### src/rtl/sipo_frame_rx_if.sv
// sipo_frame_rx_if
//   Bundles the serial input and the parallel valid/ready output of the
//   SIPO frame receiver.
//   Signals:
//     s_in      serial line (driven by the transmitter side)
//     p_out     received word
//     p_valid   word available
//     p_ready   consumer accepts p_out when p_valid & p_ready
//     busy      frame reception in progress
//     frame_err one-cycle pulse on a bad stop bit
//     overrun   one-cycle pulse when a good frame is dropped (buffer full)
//   Modports:
//     master  line driver / consumer side (drives s_in, p_ready)
//     slave   receiver side (drives p_out, p_valid, busy, frame_err, overrun)
interface sipo_frame_rx_if #(
  parameter int WIDTH = 4
);
  logic             s_in;
  logic [WIDTH-1:0] p_out;
  logic             p_valid;
  logic             p_ready;
  logic             busy;
  logic             frame_err;
  logic             overrun;

  modport master (
    output s_in,
    output p_ready,
    input  p_out,
    input  p_valid,
    input  busy,
    input  frame_err,
    input  overrun
  );

  modport slave (
    input  s_in,
    input  p_ready,
    output p_out,
    output p_valid,
    output busy,
    output frame_err,
    output overrun
  );
endinterface

### src/rtl/sipo_frame_rx.sv
// sipo_frame_rx
//   Serial-in, parallel-out frame receiver. Frame on s_in: idle 0, start
//   bit 1, WIDTH data bits MSB first, stop bit 0. Good words land in a
//   single-entry output buffer with a valid/ready handshake.
//   Ports:
//     clk  rising-edge clock
//     rst  synchronous active-high reset
//     bus  sipo_frame_rx_if.slave (s_in, p_ready in; p_out, p_valid,
//          busy, frame_err, overrun out -- all outputs registered)
module sipo_frame_rx #(
  parameter int WIDTH = 4
) (
  input  logic           clk,
  input  logic           rst,
  sipo_frame_rx_if.slave bus
);

  localparam int CNT_W = $clog2(WIDTH) + 1;
  localparam logic [CNT_W-1:0] LAST_BIT = CNT_W'(WIDTH - 1);

  typedef enum logic [1:0] {
    IDLE  = 2'd0,
    SHIFT = 2'd1,
    STOP  = 2'd2
  } state_t;

  state_t           state_q;
  state_t           state_d;
  logic [CNT_W-1:0] cnt_q;
  logic [WIDTH-1:0] shreg;
  logic             shift_en;
  logic             cnt_clr;
  logic             stop_smp;

  // Next-state decode and per-state control strobes.
  always_comb begin
    state_d  = state_q;
    shift_en = 1'b0;
    cnt_clr  = 1'b0;
    stop_smp = 1'b0;
    case (state_q)
      IDLE: begin
        if (bus.s_in) begin
          state_d = SHIFT;
          cnt_clr = 1'b1;
        end
      end
      SHIFT: begin
        shift_en = 1'b1;
        if (cnt_q == LAST_BIT) begin
          state_d = STOP;
        end
      end
      STOP: begin
        // The stop bit is consumed here unconditionally, so a bad (1) stop
        // bit can never be mistaken for the next start bit.
        stop_smp = 1'b1;
        state_d  = IDLE;
      end
      default: begin
        state_d = IDLE;
      end
    endcase
  end

  // State register, bit counter and shift register.
  always_ff @(posedge clk) begin
    if (rst) begin
      state_q <= IDLE;
      cnt_q   <= '0;
      shreg   <= '0;
    end else begin
      state_q <= state_d;
      if (cnt_clr) begin
        cnt_q <= '0;
      end else if (shift_en) begin
        cnt_q <= cnt_q + CNT_W'(1);
      end
      if (shift_en) begin
        shreg <= {shreg[WIDTH-2:0], bus.s_in};
      end
    end
  end

  // Output buffer and status pulses.
  always_ff @(posedge clk) begin
    if (rst) begin
      bus.p_out     <= '0;
      bus.p_valid   <= 1'b0;
      bus.busy      <= 1'b0;
      bus.frame_err <= 1'b0;
      bus.overrun   <= 1'b0;
    end else begin
      bus.busy      <= (state_d != IDLE);
      bus.frame_err <= 1'b0;
      bus.overrun   <= 1'b0;
      if (bus.p_valid && bus.p_ready) begin
        bus.p_valid <= 1'b0;
      end
      if (stop_smp) begin
        if (bus.s_in) begin
          bus.frame_err <= 1'b1;
        end else if (!bus.p_valid || bus.p_ready) begin
          // Empty buffer, or the old word is consumed on this same edge.
          bus.p_out   <= shreg;
          bus.p_valid <= 1'b1;
        end else begin
          bus.overrun <= 1'b1;
        end
      end
    end
  end

endmodule

### src/flat_wrapper.sv
// flat-port wrapper written by rule: the top's interface ports become plain ports
module sipo_frame_rx_flat 
#(
  parameter int WIDTH = 4
)
  (clk, rst, bus_s_in, bus_p_ready, bus_p_out, bus_p_valid, bus_busy, bus_frame_err, bus_overrun);
  sipo_frame_rx_if #(.WIDTH(WIDTH)) bus_i ();
  input  logic clk;
  input  logic rst;
  input wire logic [$bits(bus_i.s_in)-1:0] bus_s_in;
  input wire logic [$bits(bus_i.p_ready)-1:0] bus_p_ready;
  output wire logic [$bits(bus_i.p_out)-1:0] bus_p_out;
  output wire logic [$bits(bus_i.p_valid)-1:0] bus_p_valid;
  output wire logic [$bits(bus_i.busy)-1:0] bus_busy;
  output wire logic [$bits(bus_i.frame_err)-1:0] bus_frame_err;
  output wire logic [$bits(bus_i.overrun)-1:0] bus_overrun;
  assign bus_i.s_in = bus_s_in;
  assign bus_i.p_ready = bus_p_ready;
  assign bus_p_out = bus_i.p_out;
  assign bus_p_valid = bus_i.p_valid;
  assign bus_busy = bus_i.busy;
  assign bus_frame_err = bus_i.frame_err;
  assign bus_overrun = bus_i.overrun;
  sipo_frame_rx #(.WIDTH(WIDTH)) u_core (.clk(clk), .rst(rst), .bus(bus_i));
endmodule
### config.mk
export PLATFORM = sky130hd
export DESIGN_NAME = sipo_frame_rx_flat
export DESIGN_NICKNAME = d
export VERILOG_FILES = /design/src/rtl/sipo_frame_rx_if.sv /design/src/rtl/sipo_frame_rx.sv /design/src/flat_wrapper.sv
export SDC_FILE = /design/constraint.sdc
export NUM_CORES = 1
export LEC_CHECK = 0
export ABC_AREA = 1
export BUFFER_PORTS_ARGS = -buffer_cell sky130_fd_sc_hd__buf_2
export CAP_MARGIN = 15
export CORE_MARGIN = 1
export CORE_UTILIZATION = 45
export DETAILED_ROUTE_END_ITERATION = 8
export GPL_ROUTABILITY_DRIVEN = 0
export GPL_TIMING_DRIVEN = 1
export HOLD_SLACK_MARGIN = 0.02
export PLACE_DENSITY = 0.67
export SKIP_LAST_GASP = 1
export SLEW_MARGIN = 20
export SYNTH_ARGS = -nofsm -noshare
export SYNTH_HDL_FRONTEND = slang
export SYNTH_SLANG_ARGS = --single-unit
### constraint.sdc
create_clock -name clk -period 1.5 [get_ports clk]
set_input_delay 0.225 -clock clk [delete_from_list [all_inputs] [get_ports clk]]
set_output_delay 0.225 -clock clk [all_outputs]
set_load 0.02 [all_outputs]
==> load_flow_metrics.sql <==
INSERT INTO impl_metrics (metric_group, metric, value, unit) VALUES
('status', 'status', 'completed', ''),
('layout', 'antenna-diode-count', '0', ''),
('critical_path', 'crit_path_cell_trace', 'ha_1 > ha_1 > o21ai_0 > nand3_1 > inv_1', ''),
('logic_synthesis', 'ys_seq_area_share', '51.2', '%'),
('floorplanning', 'initial_utilization', '49.8', '%'),
('sta', 'setup_violations', '0', ''),
('floorplanning', 'core', '1330', 'sq um'),
('logic_synthesis', 'synth.top_cells.by_area', 'sky130_fd_sc_hd__dfxtp_1 51%, sky130_fd_sc_hd__inv_1 7.3%, sky130_fd_sc_hd__nand2_1 6.2%', ''),
('grt', 'antenna_found_initial', '0', ''),
('run', 'max_cap_violations', '0', ''),
('cts', 'ctsHoldBuffers', '0', ''),
('placement', 'dp_hpwl', '757', 'um'),
('sta', 'worst_hold_slack', '0.173', 'ns'),
('sta', 'worst_pin_slew', '0.298', 'ns'),
('sta', 'clock_skew', '0.00248', 'ns'),
('pwr', 'pwr-share-seq', '61.4', '%'),
('critical_path', 'crit_path_max_fanout', '2', ''),
('hold_path', 'startpoint_of_the_worst_hold_path', 'rst', ''),
('pwr', 'switching_share', '23.8', '%'),
('routing', 'num_vias', '520', ''),
('hold_path', 'hold_end', 'u_core.state_q[1]', ''),
('placement', 'placed_cell_area', '722', 'sq um'),
('hold_path', 'hp-class', 'input port to flop', ''),
('grt', 'grt_use_met1', '19.2', '%'),
('routing', 'drcViolationCount', '0', ''),
('critical_path', 'worst-endpoint-arrival', '1.38', 'ns'),
('pwr', 'intPower', '590', 'uW'),
('logic_synthesis', 'synth_area_per_cell', '8.10', 'sq um'),
('cts', 'postCtsResizedCells', '0', ''),
('floorplanning', 'placement_rows', '13', ''),
('cts', 'cts.path.max_buffers', '2', ''),
('logic_synthesis', 'ys.warnings.count', '0', ''),
('routing', 'wire_per_inst', '9.33', 'um'),
('pwr', 'clkPwrFrac', '30.7', '%'),
('critical_path', 'regToRegSetupSlack', '0.36', 'ns'),
('critical_path', 'ff2ff_path_depth', '5', ''),
('layout', 'layout.cell_area.non_filler', '748', 'sq um'),
('cts', 'insertion_delay', '0.28', 'ns'),
('sta', 'fin_crit', '1.14', 'ns'),
('logic_synthesis', 'synthesis.instances', '82', ''),
('layout', 'final_nets', '102', ''),
('critical_path', 'critPathCaptureType', 'flop', ''),
('critical_path', 'startpoint_type', 'flop', ''),
('cts', 'tritoncts', 'yes', ''),
('cts', 'cts_setup_buffers', '0', ''),
('floorplanning', 'die_height', '40.4', 'um'),
('cts', 'clk_pin_slew', '0.09', 'ns'),
('sta', 'max-slew-margin-rel', '80.1', '%'),
('sta', 'rsz0062_at_grt', 'no', ''),
('cts', 'cts.root.buffer_cell', 'sky130_fd_sc_hd__clkbuf_4', ''),
('critical_path', 'cp_slowest_stage_delay', '0.34', 'ns'),
('grt', 'grt_use_met2', '20.6', '%'),
('critical_path', 'worstReg2RegEnd', 'u_core.cnt_q[2]', ''),
('layout', 'drive_gt1_share', '18.9', '%'),
('grt', 'global_route.peak_usage_layer', 'met2', ''),
('sta', 'timing.setup.tns', '0', 'ns'),
('grt', 'first_global_vias', '374', ''),
('critical_path', 'worst-endpoint-required', '1.73', 'ns'),
('cts', 'numCtsBuffers', '3', ''),
('critical_path', 'timing.critical_path.buf_inv', '1', ''),
('routing', 'drtIter0Drc', '7', ''),
('sta', 'postLayoutSetupSlackWorst', '0.356', 'ns'),
('cts', 'ctsHtreeMaxLevel', '1', ''),
('floorplanning', 'die_area', '1630', 'sq um'),
('sta', 'finalHoldViolCount', '0', ''),
('sta', 'final_min_period_over_clock_period', '76.3', '%'),
('logic_synthesis', 'postSynthNetCount', '88', ''),
('routing', 'drt-total-wl', '1030', 'um'),
('layout', 'utilization', '56.1', '%'),
('placement', 'dpl_worst_slack', '0.367', 'ns'),
('pwr', 'p_sw', '184', 'uW');
[worst register-to-register path, delay by kind of cell (launching register included)]
family	cells	cell delay, ns
flip-flops	1	0.34
AND/OR/NAND/NOR	1	0.08
buffers and inverters	1	0.06
AO/OA/AOI/OAI	1	0.16
adder cells (fa/ha/maj)	2	0.46
[cells in the mapped netlist, drive strengths merged]
| library cell | number |
|---|---|
| nand3 | 3 |
| dfxtp | 17 |
| o21ai | 7 |
| a21oi | 6 |
| ha | 2 |
| nor3 | 1 |
| nor2 | 12 |
| xor2 | 1 |
| inv | 14 |
| nor4 | 1 |
| nand2 | 12 |
| buf | 2 |
| nand4 | 4 |
[layer usage]
metal / vias to the layer above / part of all wire, %
met4: 0 / 1.4
met3: 2 / 3.0
met1: 222 / 52
met5: - / 0
met2: 8 / 43
li1: 288 / -
[power by group through the flow]
stage               Clock [uW]  Combinational [uW]  Sequential [uW]
global placement             0                60.2              485
floorplan                    0                46.6              487
CTS                        249                61.3              475
global route               268                70.1              478
finish                     238                61.2              475
detailed placement           0                60.6              485
[layout by cell type, fill, tap and decap left out]
cell type / netlist / routed
sky130_fd_sc_hd__nor2_4: 1 / 1
sky130_fd_sc_hd__nor2_1: 11 / 11
sky130_fd_sc_hd__a21oi_1: 6 / 6
sky130_fd_sc_hd__nor3_1: 1 / 1
sky130_fd_sc_hd__ha_1: 2 / 2
sky130_fd_sc_hd__buf_2: 1 / 11
sky130_fd_sc_hd__inv_1: 13 / 13
sky130_fd_sc_hd__xor2_1: 1 / 1
sky130_fd_sc_hd__inv_2: 1 / 1
sky130_fd_sc_hd__dfxtp_1: 17 / 17
sky130_fd_sc_hd__clkbuf_1: 0 / 1
sky130_fd_sc_hd__o21ai_0: 6 / 6
sky130_fd_sc_hd__nand2_2: 1 / 1
sky130_fd_sc_hd__nand2_1: 11 / 11
sky130_fd_sc_hd__o21ai_1: 1 / 1
sky130_fd_sc_hd__nand4_1: 4 / 4
sky130_fd_sc_hd__nand3_1: 2 / 2
sky130_fd_sc_hd__nand3_2: 1 / 1
sky130_fd_sc_hd__clkbuf_4: 0 / 3
sky130_fd_sc_hd__nor4_1: 1 / 1
[final cells by class]
class                   count  area (sq um)
clock buffers               4          26.3
fillers                   134           586
inverters                  14          52.6
multi-input cells          49           255
flip-flops and latches     17           340
well taps                  15          18.8
repair buffers             11          55.1
[how the worst max path moves through the flow]
stage                            to             from  depth (start not counted)  slack, ns
floorplan           u_core.cnt_q[2]  u_core.cnt_q[0]                          5       0.44
global placement    u_core.cnt_q[2]  u_core.cnt_q[0]                          5       0.41
detailed placement  u_core.cnt_q[2]  u_core.cnt_q[0]                          5       0.37
CTS                 u_core.cnt_q[2]  u_core.cnt_q[0]                          5       0.34
global route        u_core.cnt_q[2]  u_core.cnt_q[0]                          5       0.28
finish              u_core.cnt_q[2]  u_core.cnt_q[0]                          5       0.36
[metrics by stage]
step	instances	total power (uW)
floorplan	82	534
global placement	106	545
detailed placement	106	546
CTS	110	785
global route	110	817
finish	110	774
[flip-flops by register name, summed over array words and instances, names as in the netlist]
name / flops
u_core.bus.frame_err: 1
u_core.bus.overrun: 1
u_core.state_q: 2
u_core.bus.busy: 1
u_core.cnt_q: 3
u_core.bus.p_out: 4
u_core.shreg: 4
u_core.bus.p_valid: 1
[cell families after synthesis]
logic type	synth area share, %
simple gates	23.5
flops	51.2
buf+inv	10.4
compound gates	9.79
fa+ha+maj	3.77
xor+xnor	1.32
Power figures use the tool's default switching activity.
